==> config.mk <==
export PLATFORM = sky130hd
export DESIGN_NAME = fb_write_arbiter_flat
export DESIGN_NICKNAME = d
export VERILOG_FILES = /design/src/rtl/fb_write_arbiter_pkg.sv /design/src/rtl/fb_write_arbiter_if.sv /design/src/rtl/fb_wr_fifo.sv /design/src/rtl/fb_write_arbiter.sv /design/src/flat_wrapper.sv
export SDC_FILE = /design/constraint.sdc
export NUM_CORES = 1
export LEC_CHECK = 0
export ABC_AREA = 0
export CAP_MARGIN = 40
export CORE_MARGIN = 2
export CORE_UTILIZATION = 25
export CTS_CLUSTER_DIAMETER = 100
export DETAILED_ROUTE_END_ITERATION = 12
export PLACE_DENSITY = 0.45
export REMOVE_ABC_BUFFERS = 1
export SLEW_MARGIN = 20
export SYNTH_ARGS = -nofsm -noshare
export SYNTH_HDL_FRONTEND = slang
export SYNTH_HIERARCHICAL = 1
export SYNTH_SLANG_ARGS = --single-unit
==> constraint.sdc <==
create_clock -name iCLK -period 3.8 [get_ports iCLK]
set_input_delay 0.38 -clock iCLK [delete_from_list [all_inputs] [get_ports iCLK]]
set_output_delay 0.38 -clock iCLK [all_outputs]
set_load 0.01 [all_outputs]
==> src/rtl/fb_write_arbiter_pkg.sv <==
`default_nettype none
// ============================================================================
//  Module      : fb_write_arbiter_pkg
//  Description : Shared frame-buffer write geometry and clear-engine states.
//  Revision    : 1.0  initial release
// ============================================================================
package fb_write_arbiter_pkg;

  localparam int FB_ADDR_W     = 19;
  localparam int FB_DATA_W     = 8;
  localparam int FB_NUM_PIXELS = 640 * 480;

  typedef enum logic [1:0] {
    CLR_IDLE = 2'd0,
    CLR_RUN  = 2'd1,
    CLR_DONE = 2'd2
  } clr_state_e;

endpackage
`default_nettype wire

==> src/rtl/fb_write_arbiter_if.sv <==
`default_nettype none
// ============================================================================
//  Module      : fb_write_arbiter_if
//  Description : Processor write stream, clear command and frame-buffer
//                write port of the arbiter. master = requester side,
//                slave = arbiter side.
//  Revision    : 1.0  initial release
// ============================================================================
interface fb_write_arbiter_if
  import fb_write_arbiter_pkg::*;
#(
  parameter int ADDR_W = FB_ADDR_W,
  parameter int DATA_W = FB_DATA_W
);

  logic              iCPU_WE;
  logic [ADDR_W-1:0] iCPU_ADDR;
  logic [DATA_W-1:0] iCPU_DATA;
  logic              oCPU_FULL;
  logic              oCPU_OVF;
  logic              iCLR_START;
  logic [DATA_W-1:0] iCLR_COLOR;
  logic              oCLR_BUSY;
  logic              oCLR_DONE;
  logic              oWE;
  logic [ADDR_W-1:0] oADDR;
  logic [DATA_W-1:0] oDATA;

  modport master (
    output iCPU_WE, iCPU_ADDR, iCPU_DATA, iCLR_START, iCLR_COLOR,
    input  oCPU_FULL, oCPU_OVF, oCLR_BUSY, oCLR_DONE, oWE, oADDR, oDATA
  );

  modport slave (
    input  iCPU_WE, iCPU_ADDR, iCPU_DATA, iCLR_START, iCLR_COLOR,
    output oCPU_FULL, oCPU_OVF, oCLR_BUSY, oCLR_DONE, oWE, oADDR, oDATA
  );

endinterface
`default_nettype wire

==> src/rtl/fb_wr_fifo.sv <==
`default_nettype none
// ============================================================================
//  Module      : fb_wr_fifo
//  Description : Small synchronous FIFO buffering processor pixel writes.
//                A push while full is accepted only when a pop happens in
//                the same cycle (the freed slot is the one written).
//  Revision    : 1.0  initial release
// ============================================================================
module fb_wr_fifo #(
  parameter int WIDTH = 27,
  parameter int DEPTH = 4
) (
  input  wire logic                       iCLK,
  input  wire logic                       iRST_n,
  input  wire logic                       iPUSH,
  input  wire logic                       iPOP,
  input  wire logic [WIDTH-1:0]           iDATA,
  output logic      [WIDTH-1:0]           oDATA,
  output logic      [$clog2(DEPTH+1)-1:0] oCOUNT,
  output logic                            oFULL,
  output logic                            oEMPTY
);

  localparam int c_PTR_W = $clog2(DEPTH);
  localparam int c_CNT_W = $clog2(DEPTH + 1);

  logic [WIDTH-1:0]   r_mem [DEPTH];
  logic [c_PTR_W-1:0] r_wr_ptr;
  logic [c_PTR_W-1:0] r_rd_ptr;
  logic [c_CNT_W-1:0] r_count;
  logic               w_push_ok;
  logic               w_pop_ok;

  assign oFULL     = (r_count == c_CNT_W'(DEPTH));
  assign oEMPTY    = (r_count == '0);
  assign oCOUNT    = r_count;
  assign oDATA     = r_mem[r_rd_ptr];
  assign w_pop_ok  = iPOP && !oEMPTY;
  assign w_push_ok = iPUSH && (!oFULL || w_pop_ok);

  // Storage write; contents need no reset since count gates every read.
  always_ff @(posedge iCLK) begin
    if (w_push_ok) begin
      r_mem[r_wr_ptr] <= iDATA;
    end
  end

  // Pointers wrap naturally because DEPTH is a power of two.
  always_ff @(posedge iCLK or negedge iRST_n) begin
    if (!iRST_n) begin
      r_wr_ptr <= '0;
      r_rd_ptr <= '0;
      r_count  <= '0;
    end else begin
      if (w_push_ok) r_wr_ptr <= r_wr_ptr + c_PTR_W'(1);
      if (w_pop_ok)  r_rd_ptr <= r_rd_ptr + c_PTR_W'(1);
      case ({w_push_ok, w_pop_ok})
        2'b10:   r_count <= r_count + c_CNT_W'(1);
        2'b01:   r_count <= r_count - c_CNT_W'(1);
        default: r_count <= r_count;
      endcase
    end
  end

endmodule
`default_nettype wire

==> src/rtl/fb_write_arbiter.sv <==
`default_nettype none
// ============================================================================
//  Module      : fb_write_arbiter
//  Description : Owns the frame-buffer write port. Shares it between the
//                buffered processor write stream and a full-screen clear
//                engine; the clear can be starved for at most STARVE_MAX
//                consecutive processor grants.
//  Revision    : 1.0  initial release
// ============================================================================
module fb_write_arbiter
  import fb_write_arbiter_pkg::*;
#(
  parameter int ADDR_W     = FB_ADDR_W,
  parameter int DATA_W     = FB_DATA_W,
  parameter int NUM_PIXELS = FB_NUM_PIXELS,
  parameter int FIFO_DEPTH = 4,
  parameter int STARVE_MAX = 8
) (
  input wire logic          iCLK,
  input wire logic          iRST_n,
  fb_write_arbiter_if.slave bus
);

  localparam logic [1:0]        c_ST_IDLE    = CLR_IDLE;
  localparam logic [1:0]        c_ST_RUN     = CLR_RUN;
  localparam logic [1:0]        c_ST_DONE    = CLR_DONE;
  localparam int                c_ENTRY_W    = ADDR_W + DATA_W;
  localparam int                c_CNT_W      = $clog2(FIFO_DEPTH + 1);
  localparam int                c_STARVE_W   = $clog2(STARVE_MAX + 1);
  localparam logic [c_STARVE_W-1:0] c_STARVE_LIM = c_STARVE_W'(STARVE_MAX);
  localparam logic [ADDR_W-1:0] c_LAST_ADDR  = ADDR_W'(NUM_PIXELS - 1);

  logic [1:0]            r_state;
  logic [ADDR_W-1:0]     r_clr_addr;
  logic [DATA_W-1:0]     r_clr_color;
  logic [c_STARVE_W-1:0] r_starve;
  logic                  r_we;
  logic [ADDR_W-1:0]     r_addr;
  logic [DATA_W-1:0]     r_data;
  logic                  r_ovf;

  logic [c_ENTRY_W-1:0]  w_fifo_rd;
  logic [c_CNT_W-1:0]    w_fifo_count;
  logic                  w_fifo_full;
  logic                  w_fifo_empty;
  logic                  w_in_run;
  logic                  w_grant_cpu;
  logic                  w_grant_clr;
  logic                  w_cpu_drop;

  fb_wr_fifo #(
    .WIDTH (c_ENTRY_W),
    .DEPTH (FIFO_DEPTH)
  ) u_fifo (
    .iCLK   (iCLK),
    .iRST_n (iRST_n),
    .iPUSH  (bus.iCPU_WE),
    .iPOP   (w_grant_cpu),
    .iDATA  ({bus.iCPU_ADDR, bus.iCPU_DATA}),
    .oDATA  (w_fifo_rd),
    .oCOUNT (w_fifo_count),
    .oFULL  (w_fifo_full),
    .oEMPTY (w_fifo_empty)
  );

  // Processor wins unless a clear is running and it has used its quota.
  assign w_in_run    = (r_state == c_ST_RUN);
  assign w_grant_cpu = !w_fifo_empty && (!w_in_run || (r_starve < c_STARVE_LIM));
  assign w_grant_clr = !w_grant_cpu && w_in_run;
  assign w_cpu_drop  = bus.iCPU_WE && w_fifo_full && !w_grant_cpu;

  assign bus.oWE       = r_we;
  assign bus.oADDR     = r_addr;
  assign bus.oDATA     = r_data;
  assign bus.oCPU_OVF  = r_ovf;
  assign bus.oCPU_FULL = (w_fifo_count == c_CNT_W'(FIFO_DEPTH));
  assign bus.oCLR_BUSY = (r_state == c_ST_RUN);
  assign bus.oCLR_DONE = (r_state == c_ST_DONE);

  // Clear engine: sweep every pixel once, then announce completion.
  always_ff @(posedge iCLK or negedge iRST_n) begin
    if (!iRST_n) begin
      r_state     <= c_ST_IDLE;
      r_clr_addr  <= '0;
      r_clr_color <= '0;
    end else begin
      case (r_state)
        c_ST_IDLE: begin
          if (bus.iCLR_START) begin
            r_clr_color <= bus.iCLR_COLOR;
            r_clr_addr  <= '0;
            r_state     <= c_ST_RUN;
          end
        end
        c_ST_RUN: begin
          if (w_grant_clr) begin
            if (r_clr_addr == c_LAST_ADDR) begin
              r_state <= c_ST_DONE;
            end else begin
              r_clr_addr <= r_clr_addr + ADDR_W'(1);
            end
          end
        end
        c_ST_DONE: r_state <= c_ST_IDLE;
        default:   r_state <= c_ST_IDLE;
      endcase
    end
  end

  // Consecutive processor grants during a sweep; zero whenever not sweeping.
  always_ff @(posedge iCLK or negedge iRST_n) begin
    if (!iRST_n) begin
      r_starve <= '0;
    end else if (w_in_run && w_grant_cpu) begin
      r_starve <= r_starve + c_STARVE_W'(1);
    end else begin
      r_starve <= '0;
    end
  end

  // Registered write port; address/data hold their last value when idle.
  always_ff @(posedge iCLK or negedge iRST_n) begin
    if (!iRST_n) begin
      r_we   <= 1'b0;
      r_addr <= '0;
      r_data <= '0;
    end else begin
      r_we <= w_grant_cpu || w_grant_clr;
      if (w_grant_cpu) begin
        r_addr <= w_fifo_rd[c_ENTRY_W-1:DATA_W];
        r_data <= w_fifo_rd[DATA_W-1:0];
      end else if (w_grant_clr) begin
        r_addr <= r_clr_addr;
        r_data <= r_clr_color;
      end
    end
  end

  // Sticky record of any processor write lost to a full buffer.
  always_ff @(posedge iCLK or negedge iRST_n) begin
    if (!iRST_n) begin
      r_ovf <= 1'b0;
    end else if (w_cpu_drop) begin
      r_ovf <= 1'b1;
    end
  end

endmodule
`default_nettype wire

==> src/flat_wrapper.sv <==
// flat-port wrapper written by rule: the top's interface ports become plain ports
module fb_write_arbiter_flat import fb_write_arbiter_pkg::*;
#(
  parameter int ADDR_W     = FB_ADDR_W,
  parameter int DATA_W     = FB_DATA_W,
  parameter int NUM_PIXELS = FB_NUM_PIXELS,
  parameter int FIFO_DEPTH = 4,
  parameter int STARVE_MAX = 8
)
  (iCLK, iRST_n, bus_iCPU_WE, bus_iCPU_ADDR, bus_iCPU_DATA, bus_iCLR_START, bus_iCLR_COLOR, bus_oCPU_FULL, bus_oCPU_OVF, bus_oCLR_BUSY, bus_oCLR_DONE, bus_oWE, bus_oADDR, bus_oDATA);
  fb_write_arbiter_if #(.ADDR_W(ADDR_W), .DATA_W(DATA_W)) bus_i ();
  input wire logic iCLK;
  input wire logic iRST_n;
  input wire logic [$bits(bus_i.iCPU_WE)-1:0] bus_iCPU_WE;
  input wire logic [$bits(bus_i.iCPU_ADDR)-1:0] bus_iCPU_ADDR;
  input wire logic [$bits(bus_i.iCPU_DATA)-1:0] bus_iCPU_DATA;
  input wire logic [$bits(bus_i.iCLR_START)-1:0] bus_iCLR_START;
  input wire logic [$bits(bus_i.iCLR_COLOR)-1:0] bus_iCLR_COLOR;
  output wire logic [$bits(bus_i.oCPU_FULL)-1:0] bus_oCPU_FULL;
  output wire logic [$bits(bus_i.oCPU_OVF)-1:0] bus_oCPU_OVF;
  output wire logic [$bits(bus_i.oCLR_BUSY)-1:0] bus_oCLR_BUSY;
  output wire logic [$bits(bus_i.oCLR_DONE)-1:0] bus_oCLR_DONE;
  output wire logic [$bits(bus_i.oWE)-1:0] bus_oWE;
  output wire logic [$bits(bus_i.oADDR)-1:0] bus_oADDR;
  output wire logic [$bits(bus_i.oDATA)-1:0] bus_oDATA;
  assign bus_i.iCPU_WE = bus_iCPU_WE;
  assign bus_i.iCPU_ADDR = bus_iCPU_ADDR;
  assign bus_i.iCPU_DATA = bus_iCPU_DATA;
  assign bus_i.iCLR_START = bus_iCLR_START;
  assign bus_i.iCLR_COLOR = bus_iCLR_COLOR;
  assign bus_oCPU_FULL = bus_i.oCPU_FULL;
  assign bus_oCPU_OVF = bus_i.oCPU_OVF;
  assign bus_oCLR_BUSY = bus_i.oCLR_BUSY;
  assign bus_oCLR_DONE = bus_i.oCLR_DONE;
  assign bus_oWE = bus_i.oWE;
  assign bus_oADDR = bus_i.oADDR;
  assign bus_oDATA = bus_i.oDATA;
  fb_write_arbiter #(.ADDR_W(ADDR_W), .DATA_W(DATA_W), .NUM_PIXELS(NUM_PIXELS), .FIFO_DEPTH(FIFO_DEPTH), .STARVE_MAX(STARVE_MAX)) u_core (.iCLK(iCLK), .iRST_n(iRST_n), .bus(bus_i));
endmodule
# --- Yosys cells after proc, flatten, opt, wreduce, memory -nomap -nowiden ---
# Memories as Yosys holds them, arrays and structs flattened.
# Index checks and enable logic that the tools add are counted.
op_classes:
  addsub: 6
  magnitude_cmp: 1
  n_eq_ne: 10
  n_mux: 16
  reduce_logical: 22
ops:
  columns: ["operator", "count"]
  rows:
  - ["19-bit 2-to-1 mux", 5]
  - ["19-bit one-hot mux with 2 select lines", 1]
  - ["19-bit by 1-bit adder with 19-bit output (second input constant)", 1]
  - ["19-bit == test (second input constant)", 1]
  - ["8-bit 2-to-1 mux", 2]
  - ["2-bit inequality test (second input constant)", 4]
  - ["1-bit logical AND", 7]
  - ["2-bit 2-to-1 mux", 3]
  - ["3-bit one-hot mux with 2 select lines", 1]
  - ["2-bit nonzero test", 3]
  - ["2-bit by 1-bit adder with 2-bit output (second input constant)", 2]
  - ["4-bit by 1-bit adder with 4-bit output (second input constant)", 1]
  - ["2-bit by 1-bit == test with 1-bit output (second input constant)", 2]
  - ["2-bit == test (second input constant)", 2]
  - ["1-bit logical NOT", 4]
  - ["4-bit < comparator (second input constant)", 1]
  - ["4-bit 2-to-1 mux", 1]
  - ["2-bit one-hot mux with 2 select lines", 1]
  - ["4-bit AND reduction", 1]
  - ["3-bit by 1-bit adder with 3-bit output (second input constant)", 1]
  - ["3-bit == test (second input constant)", 1]
  - ["3-bit logical NOT", 1]
  - ["1-bit logical OR", 3]
  - ["3-bit AND reduction", 1]
  - ["other kinds (4)", 5]
word_totals:
  reg_bits: 69
  ram_bits: 108
  out_inout_bits: 32
  mem_count: 1
memory_table:
  columns: ["name", "words", "width", "rd", "rd_ports_with_merged_regs", "write_ports", "line", "rtl"]
  rows:
  - ["u_core.u_fifo.r_mem", 4, 27, 1, 0, 1, "fb_wr_fifo.sv:27", "logic [WIDTH-1:0] r_mem [DEPTH];"]

# --- Depth between registers and ports, before layout ---
# Gate-level depths: netlist of run 1.
logic_depth:
  word_depth: 9
  ltp_mapped: 13
  depth_no_buf: 11

# --- Cells and area by module ---
# The synthesis of run 1 kept the hierarchy.
modules_own_cells:
  columns: ["mod", "n_inst", "cells_per_inst", "area_per_inst_um2", "seq_area_each_um2"]
  rows:
  - ["fb_wr_fifo", 1, 187, 4384.2, 3418.3]
  - ["fb_write_arbiter", 1, 326, 3022.9, 1551.5]

# --- Worst setup path after synthesis of run 1 ---
# OpenSTA, ideal clock, no wires.
synth_timing:
  path_kind: "register to register"
  startpoint: "register u_core.r_state[1]"
  endpoint: "register u_core.u_fifo.r_count[2] (netlist: u_core/u_fifo/oCOUNT[2])"
  arrival_time_ns: 2.645
  setup_slack_ns: 1.076
  stages_incl_launch_ff: 14
  cell_sequence: "dfrtp_1 -> nand2b_1 -> buf_2 -> inv_2 -> nand2_1 -> nand2b_1 -> clkbuf_1 -> inv_1 -> o31a_1 -> or2b_1 -> fa_1 -> nand2b_1 -> o32ai_2 -> xor2_1"
synth_via:
  elab_chain_len: 9
  word_cells_on_any_way: 11
  cone_classes: "3 x eq/ne; 1 x mux; 7 x reduce/logical"
synth_rtl:
  columns: ["item", "line", "rtl"]
  rows:
  - ["start: declaration", "fb_write_arbiter.sv:33", "logic [1:0] r_state;"]
  - ["start signal: assignment", "fb_write_arbiter.sv:83", "r_state <= c_ST_IDLE;"]
  - ["start signal: assignment", "fb_write_arbiter.sv:92", "r_state <= c_ST_RUN;"]
  - ["start signal: assignment", "fb_write_arbiter.sv:98", "r_state <= c_ST_DONE;"]
  - ["2-bit by 1-bit == test with 1-bit output *", "fb_write_arbiter.sv:67", "assign w_in_run = (r_state == c_ST_RUN);"]
  - ["1-bit logical NOT *", "fb_write_arbiter.sv:68", "assign w_grant_cpu = !w_fifo_empty && (!w_in_run || (r_starve < c_STARVE_LIM));"]
  - ["1-bit logical OR *", "fb_write_arbiter.sv:68", null]
  - ["1-bit logical AND *", "fb_write_arbiter.sv:68", null]
  - ["named net u_core.w_grant_cpu", "fb_write_arbiter.sv:47", "logic w_grant_cpu;"]
  - ["1-bit logical AND *", "fb_wr_fifo.sv:38", "assign w_pop_ok = iPOP && !oEMPTY;"]
  - ["1-bit logical OR", "fb_wr_fifo.sv:39", "assign w_push_ok = iPUSH && (!oFULL || w_pop_ok);"]
  - ["1-bit logical AND", "fb_wr_fifo.sv:39", null]
  - ["2-bit by 1-bit == test with 1-bit output or 2-bit == test (tied branches)", "fb_wr_fifo.sv:57", "case ({w_push_ok, w_pop_ok})"]
  - ["3-bit one-hot mux with 2 select lines or 2-bit nonzero test (tied branches)", null, null]
  - ["end signal: assignment", "fb_wr_fifo.sv:58", "2'b10: r_count <= r_count + c_CNT_W'(1);"]
  - ["end signal: assignment", "fb_wr_fifo.sv:59", "2'b01: r_count <= r_count - c_CNT_W'(1);"]
  - ["end signal: assignment", "fb_wr_fifo.sv:60", "default: r_count <= r_count;"]
  - ["end: declaration", "fb_wr_fifo.sv:30", "logic [c_CNT_W-1:0] r_count;"]
# The timed path passes the listed nets; every way through them passes the cells marked *.
# A chain may end at the register's enable or synchronous reset.

# --- Worst setup path after layout of run 1 ---
layout_timing:
  startpoint: "register u_core.r_state[0]"
  endpoint: "register u_core.u_fifo.r_count[2] (netlist: u_core/u_fifo/oCOUNT[2])"
# The elaborated chain is that of the path after synthesis.

==> qor.csv, run 1 <==
stage,metric,value,unit
setup_path,crit start category,flop,
logic_synthesis,async set or reset register ratio after synthesis,39.0,%
grt,largest net degree at the start of global routing,51,
floorplanning,# rows,63,
logic_synthesis,Synth Warn #,6,
clocking,"Setup Fix Bufs, Post-CTS",0,
timing,Worst Max-Slew Pin Slew,0.791,ns
grt,gr ovfl total,0,
timing,"Hold Violations, Final",0,
grt,vias in the first global route,4876,
route,Final ANT Viol Nets,0,
final_layout,# fillers,2871,
pwr,clock share of power,25.8,%
clocking,clk sink count,177,
placed_design,Port Buffers,70,
floorplanning,I/O Pins,71,
timing,max-slew violations,0,
setup_path,Critical Path Fanout Max,12,
floorplanning,Die Ht,176,µm
timing,Worst slew margin,47.3,%
pwr,Leakage,0.00323,µW
logic_synthesis,Syn Area/Cell,14.4,µm²
logic_synthesis,Seq cells post-synth,177,
route,WL met2,8.52,mm
route,routed vias,4568,
logic_synthesis,Post-Syn Instances,513,
pwr,Sw Ratio,32.4,%
timing,RSZ-0062 raised after global routing,no,
setup_path,Crit. End Element,flop,
setup_path,Worst EP required,4.14,ns
pwr,peak supply drop,0.000326,V
route,wl on met1,8.44,mm
route,vias per cell,4.62,
placed_design,gpl congestion,0.746,
final_layout,# diodes,0,
clocking,CTS tree,done,
route,DRT Pass-1 Iters,6,
setup_path,CP max stage delay,0.50,ns
placed_design,Placed Area,8570,µm²
placed_design,DP HPWL,11.4,mm
floorplanning,Initial Util,25.2,%
clocking,CTS root buffer,clkbuf_16,
timing,final hold slack,0.402,ns
route,WL met3,576,µm
grt,gr usage total,12.0,%
setup_path,critical path arrival,3.06,ns
clocking,number of CTS-inserted buffers,17,
grt,initial antenna violation count,0,
floorplanning,Die Wd,176,µm
logic_synthesis,"Distinct cells, synth",60,
setup_path,flop2flop setup slack,1.09,ns
final_layout,layout net count,631,
floorplanning,die area,31000,µm²
route,max layer used,met4,
final_layout,design area,9190,µm²
worst_hold_path,Worst Hold Class,in2async,
route,drt drc,0,
pwr,Flop pwr share,43.3,%
final_layout,ratio of cells with drive above 1 in the final layout,15.6,%
timing,clock skew,0.0165,ns
pwr,Pwr Density,755,nW/µm²
timing,Final period util,71.4,%
run,max-cap viol count,0,
timing,Tmin final,2.71,ns
timing,Setup TNS,0,ns
pwr,NetSw,2250,µW
final_layout,Syn-to-layout area delta,24.1,%
clocking,H-tree levels,4,
setup_path,Critical R2R Capture,u_core/u_fifo/oCOUNT[2],
final_layout,Final Util,31.3,%
setup_path,"Top cell by count, worst path",nand2b_1,
setup_path,CP Class,reg2reg,
logic_synthesis,post-synthesis cell area,7410,µm²
logic_synthesis,sequential area share after synthesis,67.1,%
final_layout,Sequential cell area,4970,µm²
setup_path,CP max-delay cell,dfrtp_1,
setup_path,R2R depth,11,
setup_path,crit path cell chain,"nand2b_1, inv_2, nand2_1, nand2b_1, inv_1, o31a_1, or2b_1, fa_1, nand2b_1, o32ai_2, xor2_1",
clocking,clock latency at the later pin of the worst-skew pair,0.43,ns
timing,f_max,369,MHz
route,DR WL/cell,18.0,µm
grt,wire length of the first global-routing pass,28.2,mm
pwr,Int Pwr,4690,µW
clocking,Clock Pin Slew Worst Setup and Hold Paths,0.07,ns
logic_synthesis,"EDFF count, synth",108,
route,final WL,17.8,mm
run_status,run status,"complete, no violations",
setup_path,Worst R2R Start,u_core/r_state[0],
route,drt initial violations,317,
pwr,Logic pwr share,30.9,%
final_layout,multi-input logic area,2240,µm²
logic_synthesis,Post-synth top flop,edfxtp_1,
clocking,clock buffer depth,2,
timing,setup violators final,0,
floorplanning,Core Box Area,29400,µm²
[registers in the layout, indices dropped and copies added (netlist names)]
name,flops
u_core/u_fifo/oCOUNT,3
u_core/bus.oCPU_OVF,1
u_core/bus.oWE,1
u_core/bus.oADDR,19
u_core/u_fifo/r_wr_ptr,2
u_core/r_clr_color,8
u_core/r_starve,4
u_core/bus.oDATA,8
u_core/u_fifo/r_rd_ptr,2
u_core/u_fifo/r_mem,108
u_core/r_clr_addr,19
u_core/r_state,2
[cell usage after synthesis (all sizes together), types with 2 or more instances]
cell type / n / share of area, %
nor4: 2 / 0.17
nand4: 3 / 0.25
nor4bb: 2 / 0.27
o2111ai: 2 / 0.24
o21bai: 2 / 0.20
nor2b: 2 / 0.20
a31oi: 27 / 2.3
o22ai: 27 / 2.3
mux4: 27 / 8.2
nand3: 17 / 1.1
nor3: 9 / 0.61
inv: 10 / 0.51
mux2: 10 / 1.5
o31ai: 2 / 0.20
nand2: 74 / 3.8
xnor2: 3 / 0.35
edfxtp: 108 / 44
a31o: 2 / 0.24
nor2: 10 / 0.51
clkbuf: 14 / 0.71
a22o: 2 / 0.24
ha: 6 / 1.0
xor2: 4 / 0.47
and2: 5 / 0.42
dfrtp: 69 / 23
nand2b: 3 / 0.25
a211o: 2 / 0.24
o311ai: 3 / 0.35
buf: 18 / 1.5
and3: 8 / 0.68
nor3b: 2 / 0.27
o21ai: 14 / 0.95
a21oi: 6 / 0.41
[repair_timing]
action / CTS / global route
endpoints found under the hold margin: 19 / 0
hold buffers: 1 / 0
resized for setup: 0 / 0
[metrics by stage]
stage,total power [µW],std cells,setup WS [ns]
global route,7390,988,0.867
global placement,5120,951,1.04
finish,6940,988,1.09
detailed placement,5220,954,0.924
floorplan,4220,481,-0.816
CTS,7040,987,0.910
[power by group through the flow]
stage	logic, µW	registers [µW]	clock network (µW)
2_1_floorplan	1220	3000	0
3_3_place_gp	2040	3080	0
3_5_place_dp	2160	3060	0
4_1_cts	2170	3030	1840
5_1_grt	2380	3080	1930
6_report	2140	3010	1790
[critical path, delay by kind of cell (launching register included)]
kind / cells / cell delay [ns]
XOR/XNOR: 1 / 0.17
AND/OR/NAND/NOR: 5 / 0.74
buffers and inverters: 2 / 0.29
adder cells (fa/ha/maj): 1 / 0.39
flip-flops: 1 / 0.50
AO/OA/AOI/OAI: 2 / 0.53
[per-layer routing]
layer | vias up | GRT usage, %
met1 | 2341 | 16.4
met4 | 0 | 3.72
met5 | - | 0
li1 | 2115 | -
met2 | 95 | 19.2
met3 | 17 | 2.78
[final cells by class]
cell class	count	area share, %
flip-flops and latches	177	54.1
multi-input cells	294	24.4
repair buffers	85	9.24
well taps	390	5.31
clock buffers	17	4.63
clock inverters	15	1.97
inverters	10	0.408
[cells by family (layout without fill, tap and decap cells)]
kind of cell | Yosys count | in the layout | share of synthesized area, %
xor gates and xnor gates | 7 | 7 | 0.828
buffers and inverters | 42 | 127 | 2.74
and+or+nand+nor | 145 | 145 | 9.58
DFF | 177 | 177 | 67.1
adders and majority gates | 7 | 7 | 1.28
muxes | 38 | 38 | 9.86
AOI/OAI and AO/OA | 97 | 97 | 8.62
[how the worst max path moves through the flow]
stage | start | to | slack (ns)
6_report | u_core/r_state[0] | u_core/u_fifo/oCOUNT[2] | 1.09
5_1_grt | u_core/r_state[0] | u_core/u_fifo/oCOUNT[2] | 0.87
4_1_cts | u_core/r_state[0] | u_core/u_fifo/r_mem[0][13] | 0.91
3_5_place_dp | u_core/r_state[0] | u_core/u_fifo/r_mem[0][18] | 0.92
3_3_place_gp | u_core/r_state[0] | u_core/u_fifo/r_mem[0][18] | 1.04
2_1_floorplan | u_core/r_state[0] | u_core/u_fifo/oCOUNT[2] | -0.82
[layout by cell type, fill, tap and decap left out, types with 2 or more instances in the layout]
cell | synthesis | layout
a211o_1 | 2 | 2
a21oi_1 | 6 | 6
a22o_1 | 2 | 2
a31oi_1 | 27 | 27
and2_1 | 5 | 5
and3_1 | 8 | 8
buf_4 | 2 | 12
bufinv_16 | 0 | 3
clkbuf_16 | 0 | 17
clkdlybuf4s50_1 | 0 | 69
clkinv_2 | 0 | 3
clkinvlp_4 | 0 | 4
dfrtp_1 | 69 | 67
dfrtp_2 | 0 | 2
edfxtp_1 | 108 | 108
ha_1 | 6 | 6
inv_1 | 9 | 9
inv_6 | 0 | 3
mux2_2 | 9 | 9
mux4_2 | 27 | 27
nand2_1 | 74 | 74
nand2b_1 | 3 | 3
nand3_1 | 17 | 17
nand4_1 | 3 | 3
nor2_1 | 10 | 10
nor3_1 | 9 | 8
nor4_1 | 2 | 2
nor4bb_1 | 2 | 2
o2111ai_1 | 2 | 2
o21ai_0 | 13 | 13
o21bai_1 | 2 | 2
o22ai_1 | 27 | 27
o311ai_0 | 3 | 3
o31ai_1 | 2 | 2
xnor2_1 | 3 | 3
xor2_1 | 4 | 4
No activity file was read; power rests on OpenSTA's default activity.
==> run 2: changes to the inputs <==
--- a/config.mk
+++ b/config.mk
@@ -11,7 +11,7 @@
 export CORE_UTILIZATION = 25
 export CTS_CLUSTER_DIAMETER = 100
 export DETAILED_ROUTE_END_ITERATION = 12
-export PLACE_DENSITY = 0.45
+export PLACE_DENSITY = 0.47
 export REMOVE_ABC_BUFFERS = 1
 export SLEW_MARGIN = 20
 export SYNTH_ARGS = -nofsm -noshare
==> constraint.sdc (replaced) <==
create_clock -name iCLK -period 2.25 [get_ports iCLK]
set_input_delay 0.225 -clock iCLK [delete_from_list [all_inputs] [get_ports iCLK]]
set_output_delay 0.225 -clock iCLK [all_outputs]
set_load 0.01 [all_outputs]
==> qor.csv, run 2 (same netlist as run 1, synthesis figures left out) <==
stage,metric,value,unit
run_status,run status,"complete, no violations",
pwr,peak supply drop,0.000586,V
clocking,number of CTS-inserted buffers,17,
worst_hold_path,Worst Hold Class,in2async,
route,DRT Pass-1 Iters,4,
pwr,Flop pwr share,40.3,%
placed_design,Port Buffers,70,
final_layout,most frequent cells in the layout,"edfxtp_1 (108), nand2_1 (73), clkdlybuf4s50_1 (69), dfrtp_1 (68), buf_4 (39)",
setup_path,CP max stage delay,0.37,ns
pwr,Sw Ratio,32.7,%
final_layout,max reg flops,108,
route,Final ANT Viol Nets,0,
clocking,CTS root buffer,clkbuf_16,
pwr,Int Pwr,8000,µW
floorplanning,I/O Pins,71,
placed_design,Placed Area,8710,µm²
clocking,Clock Pin Slew Worst Setup and Hold Paths,0.07,ns
timing,max-slew violations,0,
timing,Worst Max-Slew Pin Slew,0.554,ns
timing,"Hold Violations, Final",0,
grt,wire length of the first global-routing pass,29.4,mm
setup_path,Crit. End Element,flop,
final_layout,most flop-heavy register,u_core/u_fifo/r_mem,
floorplanning,die area,31000,µm²
floorplanning,Die Ht,176,µm
setup_path,critical path arrival,2.54,ns
final_layout,Syn-to-layout area delta,26.8,%
pwr,Pwr Density,1270,nW/µm²
timing,Worst slew margin,62.7,%
final_layout,# fillers,2872,
grt,vias in the first global route,5002,
clocking,clk sink count,177,
grt,gr usage total,12.7,%
setup_path,Critical R2R Capture,u_core/u_fifo/oCOUNT[2],
floorplanning,Core Box Area,29400,µm²
setup_path,CP Class,reg2reg,
setup_path,"Buf+Inv Stages, Crit Path",2,
run,max-cap viol count,0,
final_layout,design area,9390,µm²
floorplanning,Initial Util,25.2,%
setup_path,Worst EP required,2.59,ns
placed_design,DP Worst Slack,0.0539,ns
route,drt drc,0,
setup_path,Worst path top cell family by delay,simple AND/OR/NAND/NOR gates,
clocking,CTS tree,done,
setup_path,crit path cell chain,"nand2b_4, inv_4, nand2_2, nand2b_1, inv_2, o31a_1, or2b_1, fa_2, nand2b_4, o32ai_4, xor2_1",
final_layout,"commonest non-fill, non-tap cell in the layout",edfxtp_1,
pwr,post-route total power,11900,µW
grt,largest net degree at the start of global routing,56,
pwr,Leakage,0.00335,µW
route,final WL,19.0,mm
setup_path,R2R depth,11,
route,drt initial violations,289,
final_layout,ratio of cells with drive above 1 in the final layout,19.7,%
pwr,NetSw,3890,µW
timing,clock skew,0.00949,ns
grt,gr ovfl total,0,
setup_path,crit start category,flop,
clocking,H-tree levels,4,
pwr,clock share of power,23.7,%
setup_path,Worst R2R Start,u_core/r_state[1],
timing,setup violators final,0,
timing,Final period util,97.7,%
final_layout,Final Util,32.0,%
placed_design,DP HPWL,12.1,mm
pwr,Logic pwr share,36.0,%
setup_path,"Top cell by count, worst path",nand2b_4,
setup_path,flop2flop setup slack,0.05,ns
grt,initial antenna violation count,1,
setup_path,Critical Path Fanout Max,3,
floorplanning,# rows,63,
final_layout,multi-input logic area,2280,µm²
route,vias per cell,4.62,
floorplanning,Die Wd,176,µm
final_layout,Sequential cell area,4970,µm²
route,routed vias,4689,
clocking,clock buffer depth,2,
timing,RSZ-0062 raised after global routing,yes,
placed_design,gpl congestion,0.732,
final_layout,layout net count,658,
setup_path,CP max-delay cell,dfrtp_1,
clocking,clock latency at the later pin of the worst-skew pair,0.42,ns
timing,PnR worst setup slack,0.0527,ns
route,DR WL/cell,18.7,µm
timing,Tmin final,2.20,ns
timing,f_max,455,MHz
## run 2: timing repair
action	4_1_cts	5_1_grt
endpoints found under the hold margin	53	0
setup buffers	0	3
pin swaps	0	3
hold buffers	1	0
setup endpoints to repair	1	75
resized for setup	1	10
gates cloned	0	0
## run 2: per-layer routing
| layer | GRT usage, % | up-vias | part of all wire, % |
|---|---|---|---|
| li1 | - | 2177 | - |
| met1 | 16.8 | 2373 | 45 |
| met2 | 20.8 | 115 | 49 |
| met3 | 2.80 | 24 | 4.6 |
| met4 | 3.75 | 0 | 1.7 |
| met5 | 0 | - | 0 |
## run 2: metrics by stage
step                      cells  setup TNS [ns]  hold WS, ns
after floorplan             481         -315.17      -0.0706
after global placement      978               0        0.351
after detailed placement    978               0        0.355
after CTS                  1011               0        0.406
after global routing       1016           -1.26        0.135
final                      1016               0        0.143
## run 2: how the worst max path moves through the flow
stage	startpoint	end	slack (ns)	cells after the start
2_1_floorplan	u_core/r_state[0]	u_core/u_fifo/oCOUNT[2]	-2.37	11
5_1_grt	u_core/r_state[1]	u_core/u_fifo/r_mem[3][18]	-0.03	10
3_5_place_dp	u_core/r_state[1]	u_core/u_fifo/oCOUNT[2]	0.05	11
4_1_cts	u_core/r_state[1]	bus_oCLR_BUSY	0.02	4
3_3_place_gp	u_core/r_state[1]	u_core/u_fifo/oCOUNT[2]	0.11	11
6_report	u_core/r_state[1]	u_core/u_fifo/oCOUNT[2]	0.05	11
## run 2: final cells by class
class / instances / share of cell area, %
flip-flops and latches: 177 / 52.9
multi-input cells: 294 / 24.3
repair buffers: 112 / 11.1
well taps: 390 / 5.19
clock buffers: 21 / 4.90
clock inverters: 11 / 1.13
inverters: 10 / 0.426
diodes: 1 / 0.0266
## run 2: power groups by stage
stage | combinational (µW) | clock (µW) | sequential [µW]
floorplan | 2060 | 0 | 5070
global placement | 4150 | 0 | 4830
detailed placement | 4240 | 0 | 4870
CTS | 4270 | 2900 | 4810
global route | 4690 | 3040 | 4890
finish | 4280 | 2820 | 4790
==> run 3: changes to the inputs <==
--- a/config.mk
+++ b/config.mk
@@ -8,10 +8,10 @@
 export ABC_AREA = 0
 export CAP_MARGIN = 40
 export CORE_MARGIN = 2
-export CORE_UTILIZATION = 25
+export CORE_UTILIZATION = 51
 export CTS_CLUSTER_DIAMETER = 100
 export DETAILED_ROUTE_END_ITERATION = 12
-export PLACE_DENSITY = 0.47
+export PLACE_DENSITY = 0.79
 export REMOVE_ABC_BUFFERS = 1
 export SLEW_MARGIN = 20
 export SYNTH_ARGS = -nofsm -noshare
==> qor.csv, run 3 (same netlist as run 1, synthesis figures left out) <==
stage,metric,value,unit
clocking,CTS tree,done,
pwr,Sw Ratio,31.6,%
placed_design,DP HPWL,10.1,mm
setup_path,flop2flop setup slack,0.03,ns
setup_path,Worst EP required,2.41,ns
grt,gr ovfl total,0,
timing,f_max,451,MHz
clocking,CTS root buffer,clkbuf_16,
floorplanning,# rows,44,
setup_path,CP max stage delay,0.40,ns
timing,Final period util,98.5,%
route,drt drc,0,
pwr,NetSw,3760,µW
floorplanning,Die Ht,125,µm
pwr,Pwr Density,1310,nW/µm²
clocking,clock latency at the later pin of the worst-skew pair,0.42,ns
pwr,peak supply drop,0.000673,V
floorplanning,Initial Util,51.5,%
route,final WL,16.5,mm
route,vias per cell,6.12,
pwr,Logic pwr share,35.2,%
placed_design,DP Worst Slack,0.0556,ns
setup_path,crit path cell chain,"nor3_2, nand2b_4, inv_2, buf_4, nor4b_4, nor2b_2, and2_1, buf_4",
grt,vias in the first global route,4988,
final_layout,most frequent cells in the layout,"edfxtp_1 (108), nand2_1 (73), clkdlybuf4s50_1 (69), dfrtp_1 (67)",
final_layout,Syn-to-layout area delta,23.0,%
setup_path,CP Class,reg2reg,
final_layout,most flop-heavy register,u_core/u_fifo/r_mem,
setup_path,R2R depth,8,
clocking,Clock Pin Slew Worst Setup and Hold Paths,0.06,ns
pwr,Int Pwr,8150,µW
timing,Tmin final,2.22,ns
timing,PnR worst setup slack,0.0337,ns
final_layout,# diodes,0,
grt,initial antenna violation count,0,
placed_design,Placed Area,8430,µm²
placed_design,gpl congestion,0.823,
final_layout,design area,9110,µm²
setup_path,crit start category,flop,
clocking,clk sink count,177,
pwr,Leakage,0.00333,µW
run,max-cap viol count,0,
grt,largest net degree at the start of global routing,37,
timing,"Hold Violations, Final",0,
timing,clock skew,0.00937,ns
route,Final ANT Viol Nets,0,
timing,RSZ-0062 raised after global routing,yes,
final_layout,"commonest non-fill, non-tap cell in the layout",edfxtp_1,
grt,gr usage total,21.7,%
floorplanning,I/O Pins,71,
timing,Worst slew margin,53.0,%
timing,max-slew violations,0,
clocking,H-tree levels,4,
floorplanning,die area,15500,µm²
setup_path,Crit. End Element,flop,
grt,wire length of the first global-routing pass,26.0,mm
final_layout,max reg flops,108,
setup_path,Critical Path Fanout Max,16,
worst_hold_path,Worst Hold Class,in2async,
setup_path,Worst R2R Start,u_core/u_fifo/oCOUNT[0],
setup_path,critical path arrival,2.37,ns
setup_path,"Buf+Inv Stages, Crit Path",3,
pwr,Flop pwr share,40.4,%
floorplanning,Die Wd,125,µm
route,DRT Pass-1 Iters,5,
timing,setup violators final,0,
setup_path,Worst path top cell family by delay,simple AND/OR/NAND/NOR gates,
floorplanning,Core Box Area,14400,µm²
final_layout,layout net count,650,
placed_design,Port Buffers,70,
pwr,clock share of power,24.4,%
setup_path,"Top cell by count, worst path",buf_4,
route,DR WL/cell,20.6,µm
route,routed vias,4903,
timing,Worst Max-Slew Pin Slew,0.705,ns
setup_path,CP max-delay cell,dfrtp_1,
clocking,number of CTS-inserted buffers,17,
pwr,post-route total power,11900,µW
final_layout,Final Util,63.4,%
final_layout,ratio of cells with drive above 1 in the final layout,19.0,%
clocking,clock buffer depth,2,
route,drt initial violations,468,
run_status,run status,"complete, no violations",
setup_path,Critical R2R Capture,u_core/u_fifo/r_mem[0][6],
run 3: cell types whose count changed in the layout (fill, tap and decap cells not counted), moves of 2 or more:
cell / previous run / this run
buf_4: 39 / 27
buf_6: 2 / 5
clkinv_4: 3 / 0
inv_6: 3 / 0
clkbuf_16: 17 / 19
run 3: area by class of cell:
cell class,count,area (µm²)
clock buffers,25,528
clock inverters,7,67.6
fillers,1002,5260
inverters,10,37.5
multi-input cells,294,2290
flip-flops and latches,177,4970
well taps,184,230
repair buffers,104,985
run 3: worst max-delay path by stage:
stage | start | to | slack (ns) | depth (start not counted)
final | u_core/u_fifo/oCOUNT[0] | u_core/u_fifo/r_mem[0][6] | 0.03 | 8
after global routing | u_core/r_state[1] | u_core/u_fifo/oCOUNT[2] | -0.12 | 11
after CTS | u_core/r_clr_addr[1] | u_core/r_clr_addr[16] | 0.02 | 8
after detailed placement | u_core/r_state[1] | u_core/u_fifo/oCOUNT[2] | 0.06 | 11
after global placement | u_core/r_state[1] | u_core/u_fifo/oCOUNT[2] | 0.15 | 11
after floorplan | u_core/r_state[0] | u_core/u_fifo/oCOUNT[2] | -2.37 | 11
run 3: metal layers:
metal	global-route usage [%]	vias up	part of all wire (%)
met5	0	-	0
met1	27.2	2508	39
li1	-	2153	-
met2	35.6	202	51
met3	5.33	40	6.3
met4	10.2	0	3.4
run 3: power groups by stage:
| stage | registers (µW) | clock network (µW) | logic [µW] |
|---|---|---|---|
| after floorplan | 5070 | 0 | 2060 |
| after global placement | 4800 | 0 | 3910 |
| after detailed placement | 4870 | 0 | 4070 |
| after CTS | 4810 | 2950 | 4090 |
| after global routing | 4900 | 3090 | 4520 |
| final | 4820 | 2910 | 4190 |
run 3: stage by stage:
stage / hold slack (ns) / instances / setup TNS (ns)
6_report: 0.389 / 801 / 0
4_1_cts: 0.392 / 801 / 0
3_3_place_gp: 0.292 / 768 / 0
5_1_grt: 0.402 / 801 / -1.70
3_5_place_dp: 0.315 / 768 / 0
2_1_floorplan: -0.0706 / 481 / -315.17
run 3: what timing repair did:
item,4_1_cts,5_1_grt
endpoints found under the hold margin,27,0
buffers inserted,0,0
hold buffers,1,0
endpoints found under the setup margin,1,105
gates resized for setup,1,14
pin swaps,0,5
